$ cat config.mk
export PLATFORM = sky130hd
export DESIGN_NAME = serial_receiver
export DESIGN_NICKNAME = d
export VERILOG_FILES = /design/src/rtl/serial_receiver.sv
export SDC_FILE = /design/constraint.sdc
export NUM_CORES = 1
export LEC_CHECK = 0
export ABC_CLOCK_PERIOD_IN_PS = 2650
export CAP_MARGIN = 0
export CORE_ASPECT_RATIO = 0.6
export CORE_MARGIN = 8
export CORE_UTILIZATION = 50
export DETAILED_ROUTE_END_ITERATION = 12
export PLACE_DENSITY = 0.67
export SYNTH_ARGS = -nofsm -noshare
export SYNTH_HDL_FRONTEND = slang
export SYNTH_SLANG_ARGS = --single-unit
$ cat constraint.sdc
create_clock -name sysclk_i -period 2.65 [get_ports sysclk_i]
set_input_delay 0.53 -clock sysclk_i [delete_from_list [all_inputs] [get_ports sysclk_i]]
set_output_delay 0.53 -clock sysclk_i [all_outputs]
set_load 0.02 [all_outputs]
$ cat src/rtl/serial_receiver.sv
// 8N1 serial receiver with a two-flop input synchronizer and a show-ahead byte FIFO.
// Framing errors and dropped bytes are reported as single-cycle pulses.
module serial_receiver #(
    parameter int unsigned CLKS_PER_BIT = 10417,
    parameter int unsigned FIFO_DEPTH   = 4
) (
    input  logic       sysclk_i,
    input  logic       reset_ni,
    input  logic       serial_in_i,
    input  logic       rd_en_i,
    output logic [7:0] data_out_o,
    output logic       empty_o,
    output logic       full_o,
    output logic       frame_err_o,
    output logic       overflow_o,
    output logic       busy_o
);

    localparam int unsigned AW       = $clog2(FIFO_DEPTH);
    localparam logic [15:0] LastTick = 16'(CLKS_PER_BIT - 1);
    localparam logic [15:0] HalfTick = 16'(CLKS_PER_BIT / 2 - 1);

    typedef enum logic [2:0] {StIdle, StStart, StData, StStop, StBreak} state_e;

    state_e      state_q, state_d;
    logic [15:0] timer_q, timer_d;
    logic [2:0]  idx_q, idx_d;
    logic [7:0]  shift_q, shift_d;
    logic        sync1_q, rx_s_q, rx_prev_q;
    logic        push, frame_err_d;

    logic [AW:0] wr_ptr_q, rd_ptr_q;
    logic [7:0]  mem_q [FIFO_DEPTH];
    logic        frame_err_q, overflow_q;
    logic        pop, wr_en, overflow_d, empty, full;

    // Synchronizer idles high so a reset never fakes a start edge by itself.
    always_ff @(posedge sysclk_i or negedge reset_ni) begin
        if (!reset_ni) begin
            sync1_q   <= 1'b1;
            rx_s_q    <= 1'b1;
            rx_prev_q <= 1'b1;
        end else begin
            sync1_q   <= serial_in_i;
            rx_s_q    <= sync1_q;
            rx_prev_q <= rx_s_q;
        end
    end

    always_ff @(posedge sysclk_i or negedge reset_ni) begin
        if (!reset_ni) begin
            state_q <= StIdle;
            timer_q <= '0;
            idx_q   <= '0;
            shift_q <= '0;
        end else begin
            state_q <= state_d;
            timer_q <= timer_d;
            idx_q   <= idx_d;
            shift_q <= shift_d;
        end
    end

    always_comb begin
        state_d     = state_q;
        timer_d     = timer_q;
        idx_d       = idx_q;
        shift_d     = shift_q;
        push        = 1'b0;
        frame_err_d = 1'b0;
        unique case (state_q)
            StIdle: begin
                if (rx_prev_q && !rx_s_q) begin
                    state_d = StStart;
                    timer_d = '0;
                end
            end
            StStart: begin
                if (timer_q == HalfTick) begin
                    timer_d = '0;
                    state_d = rx_s_q ? StIdle : StData;
                end else begin
                    timer_d = timer_q + 16'd1;
                end
            end
            StData: begin
                if (timer_q == LastTick) begin
                    timer_d         = '0;
                    shift_d[idx_q]  = rx_s_q;
                    idx_d           = idx_q + 3'd1;
                    if (idx_q == 3'd7) begin
                        state_d = StStop;
                    end
                end else begin
                    timer_d = timer_q + 16'd1;
                end
            end
            StStop: begin
                if (timer_q == LastTick) begin
                    timer_d = '0;
                    if (rx_s_q) begin
                        push    = 1'b1;
                        state_d = StIdle;
                    end else begin
                        frame_err_d = 1'b1;
                        state_d     = StBreak;
                    end
                end else begin
                    timer_d = timer_q + 16'd1;
                end
            end
            StBreak: begin
                if (rx_s_q) begin
                    state_d = StIdle;
                end
            end
            default: state_d = StIdle;
        endcase
    end

    // Extra pointer MSB distinguishes full from empty when the indices match.
    assign empty      = (wr_ptr_q == rd_ptr_q);
    assign full       = (wr_ptr_q[AW] != rd_ptr_q[AW]) &&
                        (wr_ptr_q[AW-1:0] == rd_ptr_q[AW-1:0]);
    assign pop        = rd_en_i && !empty;
    assign wr_en      = push && (!full || pop);
    assign overflow_d = push && full && !pop;

    always_ff @(posedge sysclk_i or negedge reset_ni) begin
        if (!reset_ni) begin
            wr_ptr_q    <= '0;
            rd_ptr_q    <= '0;
            frame_err_q <= 1'b0;
            overflow_q  <= 1'b0;
            for (int i = 0; i < int'(FIFO_DEPTH); i++) begin
                mem_q[i] <= 8'h00;
            end
        end else begin
            frame_err_q <= frame_err_d;
            overflow_q  <= overflow_d;
            if (wr_en) begin
                mem_q[wr_ptr_q[AW-1:0]] <= shift_q;
                wr_ptr_q                <= wr_ptr_q + {{AW{1'b0}}, 1'b1};
            end
            if (pop) begin
                rd_ptr_q <= rd_ptr_q + {{AW{1'b0}}, 1'b1};
            end
        end
    end

    assign data_out_o  = empty ? 8'h00 : mem_q[rd_ptr_q[AW-1:0]];
    assign empty_o     = empty;
    assign full_o      = full;
    assign frame_err_o = frame_err_q;
    assign overflow_o  = overflow_q;
    assign busy_o      = (state_q != StIdle);

endmodule
Yosys cells after proc, flatten, opt, wreduce, memory -nomap -nowiden. Index checks and enable logic that the tools add are counted.

Logic and storage cells: 91. Output and inout port bits: 13. Register bits: 73.

Reductions and logical operators: 20. $add $sub $neg: 4. Mux-type cells: 29. Bitwise gates (word level): 2. Eq/ne operators: 16. Magnitude comparators: 5.

Operators by type and width (count): $mux W16 (3); $pmux W16 S3 (1); $bwmux W32 (1); $mux W8 (4); $mux W3 (7); $add A16 B1 Y16 const B (1); $bmux W8 S2 (1); $demux W8 S2 (1); $eq A16 B13 Y1 const B (1); $eq A16 B14 Y1 const B (1); $pmux W3 S5 (1); $ne A2 B2 Y1 const B (6); $add A3 B1 Y3 const B (3); $bwmux W8 (1); $logic_and A1 B1 Y1 (8); $mux W1 (7); $eq A3 B2 Y1 const B (2); $eq A3 B3 Y1 const B (2); $ge A3 B3 Y1 const B (2); $not A2 Y3 (2); $reduce_and A6 Y1 (1); $reduce_bool A3 Y1 (2); $logic_not A1 Y1 (4); $lt A3 B4 Y1 const B (1); 12 further kinds (13).

Logic depth before layout (Yosys ltp). Gate-level depths: netlist of run 1.

Depth in word-level cells: 6. Mapped depth: 8.

Least setup slack after synthesis of run 1. OpenSTA, ideal clock, no wires.

Kind: register -> output. From: reg rd_ptr_q[1]. To: out data_out_o[0]. Buffers on the path: 1. Setup slack: 327 ps. Stages on the path, launching flop included: 6. Data arrival time: 1793 ps. Path through: dfrtp_1 > buf_2 > xor2_1 > or2_2 > nor2_1 > nor2b_1.

RTL lines: from (decl) (line 32) `logic [AW:0] wr_ptr_q, rd_ptr_q;`; from (signal assigned) (line 146) `rd_ptr_q <= rd_ptr_q + {{AW{1'b0}}, 1'b1};`; $eq A3 B3 Y1 (line 122) `assign empty = (wr_ptr_q == rd_ptr_q);`; net empty_o (line 12) `output logic empty_o,`; $mux W8 (line 151) `assign data_out_o = empty ? 8'h00 : mem_q[rd_ptr_q[AW-1:0]];`; to (decl) (line 11) `output logic [7:0] data_out_o,`.

The timed path passes the listed nets, and every way through them passes these cells. The select of a mux whose other input is x is not followed.

Worst setup path after layout of run 1.
From: reg wr_ptr_q[1]. To: out full_o.

Cells in the longest elaborated chain, start to end: 2.

RTL lines: from (decl) (line 32); from (signal assigned) (line 143) `wr_ptr_q <= wr_ptr_q + {{AW{1'b0}}, 1'b1};`; $eq A2 B2 Y1 (line 124) `(wr_ptr_q[AW-1:0] == rd_ptr_q[AW-1:0]);`; $logic_and A1 B1 Y1 (line 123) `assign full = (wr_ptr_q[AW] != rd_ptr_q[AW]) &&`; to (decl) (line 13) `output logic full_o,`.

Every way passes these cells.

==> flow_summary.toml, run 1 <==
[drt]
vias = 2461
wl_per_cell_um = 17.21
firstDrtPassIters = 4
vias_per_cell = 5.723
drc = 0
drtIter0Drc = 172
wl_mm = 7.402
drt.antenna.violating_nets = 0

[floorplanning]
ios = 17
die_w_um = 127.1
initial_core_util_pct = 51.39
die_area_um2 = 10510
die_h_um = 82.67
rows = 24
core_area_um2 = 7207

[global_route]
grt_antenna_before_repair = 0
grt-ovfl-total = 0
track_usage_pct = 15.67
grt_pass1_vias = 2330
grt_max_degree = 74
grt_pass1_wl_mm = 12.56

[clock_tree]
cts_hold_buf = 0
cts_tree = "built"
htree_levels = 3
cts_buffer_depth = 2
path_clk_slew_ns = 0.06
numCtsBuffers = 9
numClockSinks = 73
clk_latency_ns = 0.34
ctsRootBufferMaster = "clkbuf_16"

[yosys]
synth-seq-area-share_pct = 49.43
syn_area_per_cell_um2 = 11.99
netlist_area_um2 = 3704
synth-edff-count = 0
ys_ff_latch = 73
synthArstFlopShare_pct = 100.0
yosys_warnings = 0
synth_flop_cell = "dfrtp_1"
synthCells = 309
synth_nets = 323
netlist-cell-type-count = 45

[final_layout]
fin_nets = 348
drive_gt1_share_pct = 28.61
syn_to_final_growth_pct = 17.60
postLayoutCoreUtil_pct = 60.43
fill_cells = 588
diodes = 0
final_area_um2 = 4355

[setup_path]
critical_path.max_fanout = 4
cp_num_buf_inv = 1
r2r_end = "mem_q[3]"
crit_start = "wr_ptr_q[1]"
crit_chain = "xor2_1 -> or2_2 -> nor2_1 -> clkdlybuf4s50_1"
reg2reg_depth = 7
crit_cells = 4
cp_slowest_stage_delay_ns = 0.61
cp_slowest_cell = "clkdlybuf4s50_1"
setup.worst_path.end = "full_o"
reg2reg_slack_ns = 0.21
crit_required_ns = 2.12
cp-end-kind = "primary output"
cpLargestDelayFamily = "buffers and inverters"
worstSetupPathType = "register to primary output"
worstReg2RegStart = "timer_q[0]"
start_kind = "register"
cp_data_arrival_time_ns = 1.97

[sta]
rsz0062_at_grt = "no"
tightest_slew_ns = 0.5288
setup_viol = 0
holdWs_ns = 0.1821
fin_crit_sh_pct = 94.34
hold_violations = 0
finalCriticalPeriod_ns = 2.500
maxSlewViolCount = 0
finalSetupTns_ns = 0
slew_headroom_pct = 64.48
skew_ns = 0.005177
fmax_mhz = 400.0

[placed_design]
postPlaceCellArea_um2 = 4020
portBuffers = 16
hpwlAfterDp_mm = 5.006
gp_congestion = 0.7604

[pwr]
vdd_drop_max_v = 0.0004195
p_leak_uw = 0.002098
power_uw = 3358
power_frac_clock_pct = 41.6
power.switching_uw = 895.0
powerDensity_nw_per_um2 = 771.0
p_int_uw = 2463
seq_power_share_pct = 39.9
pwr-share-comb_pct = 18.5
swShare_pct = 26.65

[worst_hold_path]
worstHoldPathType = "primary input to asynchronous set/reset pin"

[status]
status = "finished, final reports clean"

[run]
cap_violations = 0
-- layout by cell type, fill, tap and decap left out, types with 5 or more instances in the layout --
cell type        count
dfrtp_1             69
mux2_2              44
nand2_1             19
nor2_1              15
inv_1               12
o21ai_0             11
nor2b_1             10
nor3b_1             10
ha_1                10
clkbuf_16            9
dlygate4sd2_1        9
buf_4                9
mux4_2               8
a21o_1               7
nand4_1              6
clkdlybuf4s50_1      6
xnor2_1              5
nor3_1               5
and3_1               5
-- cells in the mapped netlist, types with 3 or more instances --
library cell	count	area, µm²
mux2_2	44	495.5
mux4_2	8	180.2
nor4_1	4	25.02
a31oi_1	3	18.77
xnor2_1	5	43.79
dfstp_2	3	78.83
nand4_1	6	37.54
nor4bb_1	4	40.04
inv_1	12	45.04
nor3_1	5	25.02
o21ai_0	11	55.05
buf_2	4	20.02
nand4b_1	3	26.28
nor3b_1	10	75.07
a21o_1	7	52.55
o22a_1	3	26.28
ha_1	10	125.1
clkbuf_1	6	22.52
o22ai_1	3	18.77
a21oi_1	4	20.02
nor2b_1	10	62.56
dfrtp_1	70	1752
nor2_1	15	56.30
xor2_1	4	35.03
nand3_1	4	20.02
nand2_2	4	25.02
nand2_1	19	71.32
and3_1	5	31.28
-- registers in the layout, indices dropped and copies added, names as in the netlist --
signal,cells
mem_q,32
timer_q,16
shift_q,8
idx_q,3
rd_ptr_q,3
state_q,3
wr_ptr_q,3
frame_err_o,1
overflow_o,1
rx_prev_q,1
rx_s_q,1
sync1_q,1
-- repair_timing --
action                                 CTS  global route
setup buffers                            0             0
endpoints found under the hold margin    0             0
gates resized for setup                 10             0
setup endpoints to repair                9             0
-- cell type report --
cell class                 instances  area [µm²]  share of cell area, %
sequential                        73        1832                  42.06
multi-input combinational        211        1768                  40.59
timing repair buffer              27       251.5                  5.774
clock buffer                      11       242.7                  5.573
tap                               91       113.9                  2.614
clock inverter                     5       102.6                  2.356
inverter                          12       45.04                  1.034
-- routing by layer --
layer	up-vias	wire length [µm]	track usage (%)
li1	1174	-	-
met1	1238	3977	23.30
met2	45	2990	20.12
met3	4	396	6.154
met4	0	38	4.599
met5	-	0	0
-- metrics by stage --
step                setup WS [ns]  std cells
global placement           0.1953        414
floorplan                  0.3271        309
CTS                        0.1454        430
global route              0.01864        430
detailed placement         0.1265        414
finish                     0.1499        430
-- power by group through the flow --
stage | logic, µW | clock network (µW) | registers (µW)
final | 621 | 1400 | 1340
after global routing | 698 | 1470 | 1360
after CTS | 625 | 1410 | 1340
after detailed placement | 626 | 0 | 1360
after global placement | 618 | 0 | 1350
after floorplan | 480 | 0 | 1300
-- cell families (layout without fill, tap and decap cells) --
family,after synthesis,count (layout),synth area share (%)
simple gates,104,104,17.50
xor+xnor,9,9,2.128
flops,73,73,49.43
mux,53,53,18.51
compound gates,35,35,6.216
fa+ha+maj,10,10,3.378
buf+inv,25,55,2.838
-- how the worst min path moves through the flow --
| stage | start | endpoint | slack (ns) | depth (start not counted) |
|---|---|---|---|---|
| 2_1_floorplan | reset_ni | frame_err_o | 0.23 | 0 |
| 3_3_place_gp | sync1_q | rx_s_q | 0.35 | 0 |
| 3_5_place_dp | sync1_q | rx_s_q | 0.35 | 0 |
| 4_1_cts | reset_ni | timer_q[2] | 0.23 | 2 |
| 5_1_grt | reset_ni | timer_q[9] | 0.23 | 2 |
| 6_report | reset_ni | frame_err_o | 0.18 | 2 |
(Power assumes the default switching activity.)
==> run 2, diff against run 1 <==
--- a/config.mk
+++ b/config.mk
@@ -9,9 +9,9 @@
 export CAP_MARGIN = 0
 export CORE_ASPECT_RATIO = 0.6
 export CORE_MARGIN = 8
-export CORE_UTILIZATION = 50
+export CORE_UTILIZATION = 46
 export DETAILED_ROUTE_END_ITERATION = 12
-export PLACE_DENSITY = 0.67
+export PLACE_DENSITY = 0.62
 export SYNTH_ARGS = -nofsm -noshare
 export SYNTH_HDL_FRONTEND = slang
 export SYNTH_SLANG_ARGS = --single-unit
==> flow_summary.toml, run 2 (same netlist as run 1, synthesis figures left out) <==
[status]
status = "finished, final reports clean"

[final_layout]
postLayoutCoreUtil_pct = 54.71
largestRegisters = "mem_q (32), timer_q (16), shift_q (8)"
final_cell_mix = "69 x dfrtp_1, 44 x mux2_2, 19 x nand2_1, 15 x nor2_1, 12 x inv_1"
multi_input_area_um2 = 1768
largest_reg_flops = 32
fin_nets = 348
top_register = "mem_q"
drive_gt1_share_pct = 28.61
layout_commonest_cell = "dfrtp_1"
regArea_um2 = 1832
syn_to_final_growth_pct = 15.98
fill_cells = 675
diodes = 0

[sta]
finalSetupTns_ns = 0
hold_violations = 0
finalWorstSetupSlack_ns = 0.1524
maxSlewViolCount = 0
rsz0062_at_grt = "no"
tightest_slew_ns = 0.9253
skew_ns = 0.006713
fmax_mhz = 400.4
slew_headroom_pct = 38.31
setup_viol = 0
finalCriticalPeriod_ns = 2.498
fin_crit_sh_pct = 94.25

[worst_hold_path]
worstHoldPathType = "primary input to asynchronous set/reset pin"

[global_route]
grt_pass1_wl_mm = 12.29
grt_max_degree = 74
track_usage_pct = 13.91
grt_antenna_before_repair = 0
grt-ovfl-total = 0
grt_pass1_vias = 2297

[floorplanning]
core_area_um2 = 7851
die_h_um = 85.51
ios = 17
die_area_um2 = 11270
initial_core_util_pct = 47.17
rows = 25
die_w_um = 131.8

[drt]
vias_per_cell = 5.468
wl_mm = 7.336
drc = 0
firstDrtPassIters = 4
vias = 2444
drtIter0Drc = 201
wl_per_cell_um = 16.41
drt.antenna.violating_nets = 0

[pwr]
pwr-share-comb_pct = 20.0
seq_power_share_pct = 43.8
swShare_pct = 28.89
powerDensity_nw_per_um2 = 711.4
vdd_drop_max_v = 0.0004639
p_leak_uw = 0.002066
power_frac_clock_pct = 36.2
power.switching_uw = 882.7
p_int_uw = 2173

[clock_tree]
numClockSinks = 73
ctsRootBufferMaster = "clkbuf_16"
cts_tree = "built"
cts_setup_buffers = 0
cts_hold_buf = 0
cts_buffer_depth = 2
path_clk_slew_ns = 0.06
htree_levels = 3
clk_latency_ns = 0.33
post_cts_resized = 10
numCtsBuffers = 9

[setup_path]
start_kind = "register"
crit_start = "rd_ptr_q[0]"
reg2reg_depth = 7
critical_path.max_fanout = 4
setup.worst_path.end = "full_o"
worstSetupPathType = "register to primary output"
crit_required_ns = 2.12
cp_data_arrival_time_ns = 1.97
cp-end-kind = "primary output"
r2r_end = "mem_q[1]"
reg2reg_slack_ns = 0.23
worstReg2RegStart = "timer_q[0]"

[placed_design]
gp_congestion = 0.7422
hpwlAfterDp_mm = 5.054
portBuffers = 16
dpl_worst_slack_ns = 0.1882

[run]
cap_violations = 0
[run 2: cell types whose count changed in the layout (fill, tap and decap cells not counted)]
| cell | change |
|---|---|
| buf_2 | -1 |
| buf_4 | +2 |
| clkinv_4 | +1 |
| buf_12 | -1 |
| clkinv_2 | +2 |
| bufinv_16 | -3 |
[run 2: through the flow]
| stage | hold WS, ns | cell area, µm² | instances | power, µW |
|---|---|---|---|---|
| 3_5_place_dp | 0.3478 | 4031 | 431 | 1979 |
| 2_1_floorplan | 0.2344 | 3704 | 309 | 1775 |
| 5_1_grt | 0.3633 | 4295 | 447 | 3232 |
| 3_3_place_gp | 0.3475 | 4031 | 431 | 1970 |
| 6_report | 0.3131 | 4295 | 447 | 3056 |
| 4_1_cts | 0.3593 | 4295 | 447 | 3096 |
[run 2: worst min path at each step]
stage                   from     endpoint  slack [ns]  cells past startpoint
floorplan           reset_ni  frame_err_o        0.23                      0
global placement     sync1_q       rx_s_q        0.35                      0
detailed placement   sync1_q       rx_s_q        0.35                      0
CTS                  sync1_q       rx_s_q        0.36                      0
global route         sync1_q       rx_s_q        0.36                      0
finish              reset_ni   timer_q[9]        0.31                      1
[run 2: routing by layer]
layer / track usage, % / wire length, µm / vias up
li1: - / - / 1180
met1: 21.88 / 4101 / 1221
met2: 16.45 / 2826 / 39
met3: 5.251 / 376 / 4
met4: 4.041 / 31 / 0
met5: 0 / 0 / -
[run 2: power by group through the flow]
stage	registers [µW]	logic (µW)	clock network, µW
after CTS	1340	624	1140
after global routing	1360	690	1190
after global placement	1350	617	0
after floorplan	1300	480	0
after detailed placement	1350	625	0
final	1340	612	1100
[run 2: worst max-delay path: stages, from the launching register on]
cell and delay [ns]:
dfrtp_2 0.45, xor2_1 0.19, or2_2 0.30, nor2_1 0.09, clkdlybuf4s50_1 0.61
[run 2: area by class of cell]
cell class              count  area share [%]
multi-input cells         211           41.16
repair buffers             27           5.622
inverters                  12           1.049
flip-flops and latches     73           42.64
well taps                 108           3.146
clock inverters             5          0.7282
clock buffers              11           5.651
==> run 3, diff against run 2 <==
--- a/config.mk
+++ b/config.mk
@@ -9,9 +9,9 @@
 export CAP_MARGIN = 0
 export CORE_ASPECT_RATIO = 0.6
 export CORE_MARGIN = 8
-export CORE_UTILIZATION = 46
+export CORE_UTILIZATION = 50
 export DETAILED_ROUTE_END_ITERATION = 12
-export PLACE_DENSITY = 0.62
+export PLACE_DENSITY = 0.67
 export SYNTH_ARGS = -nofsm -noshare
 export SYNTH_HDL_FRONTEND = slang
 export SYNTH_SLANG_ARGS = --single-unit
==> results of run 3 <==
Final layout, timing and power as in run 1 (identical DEF).
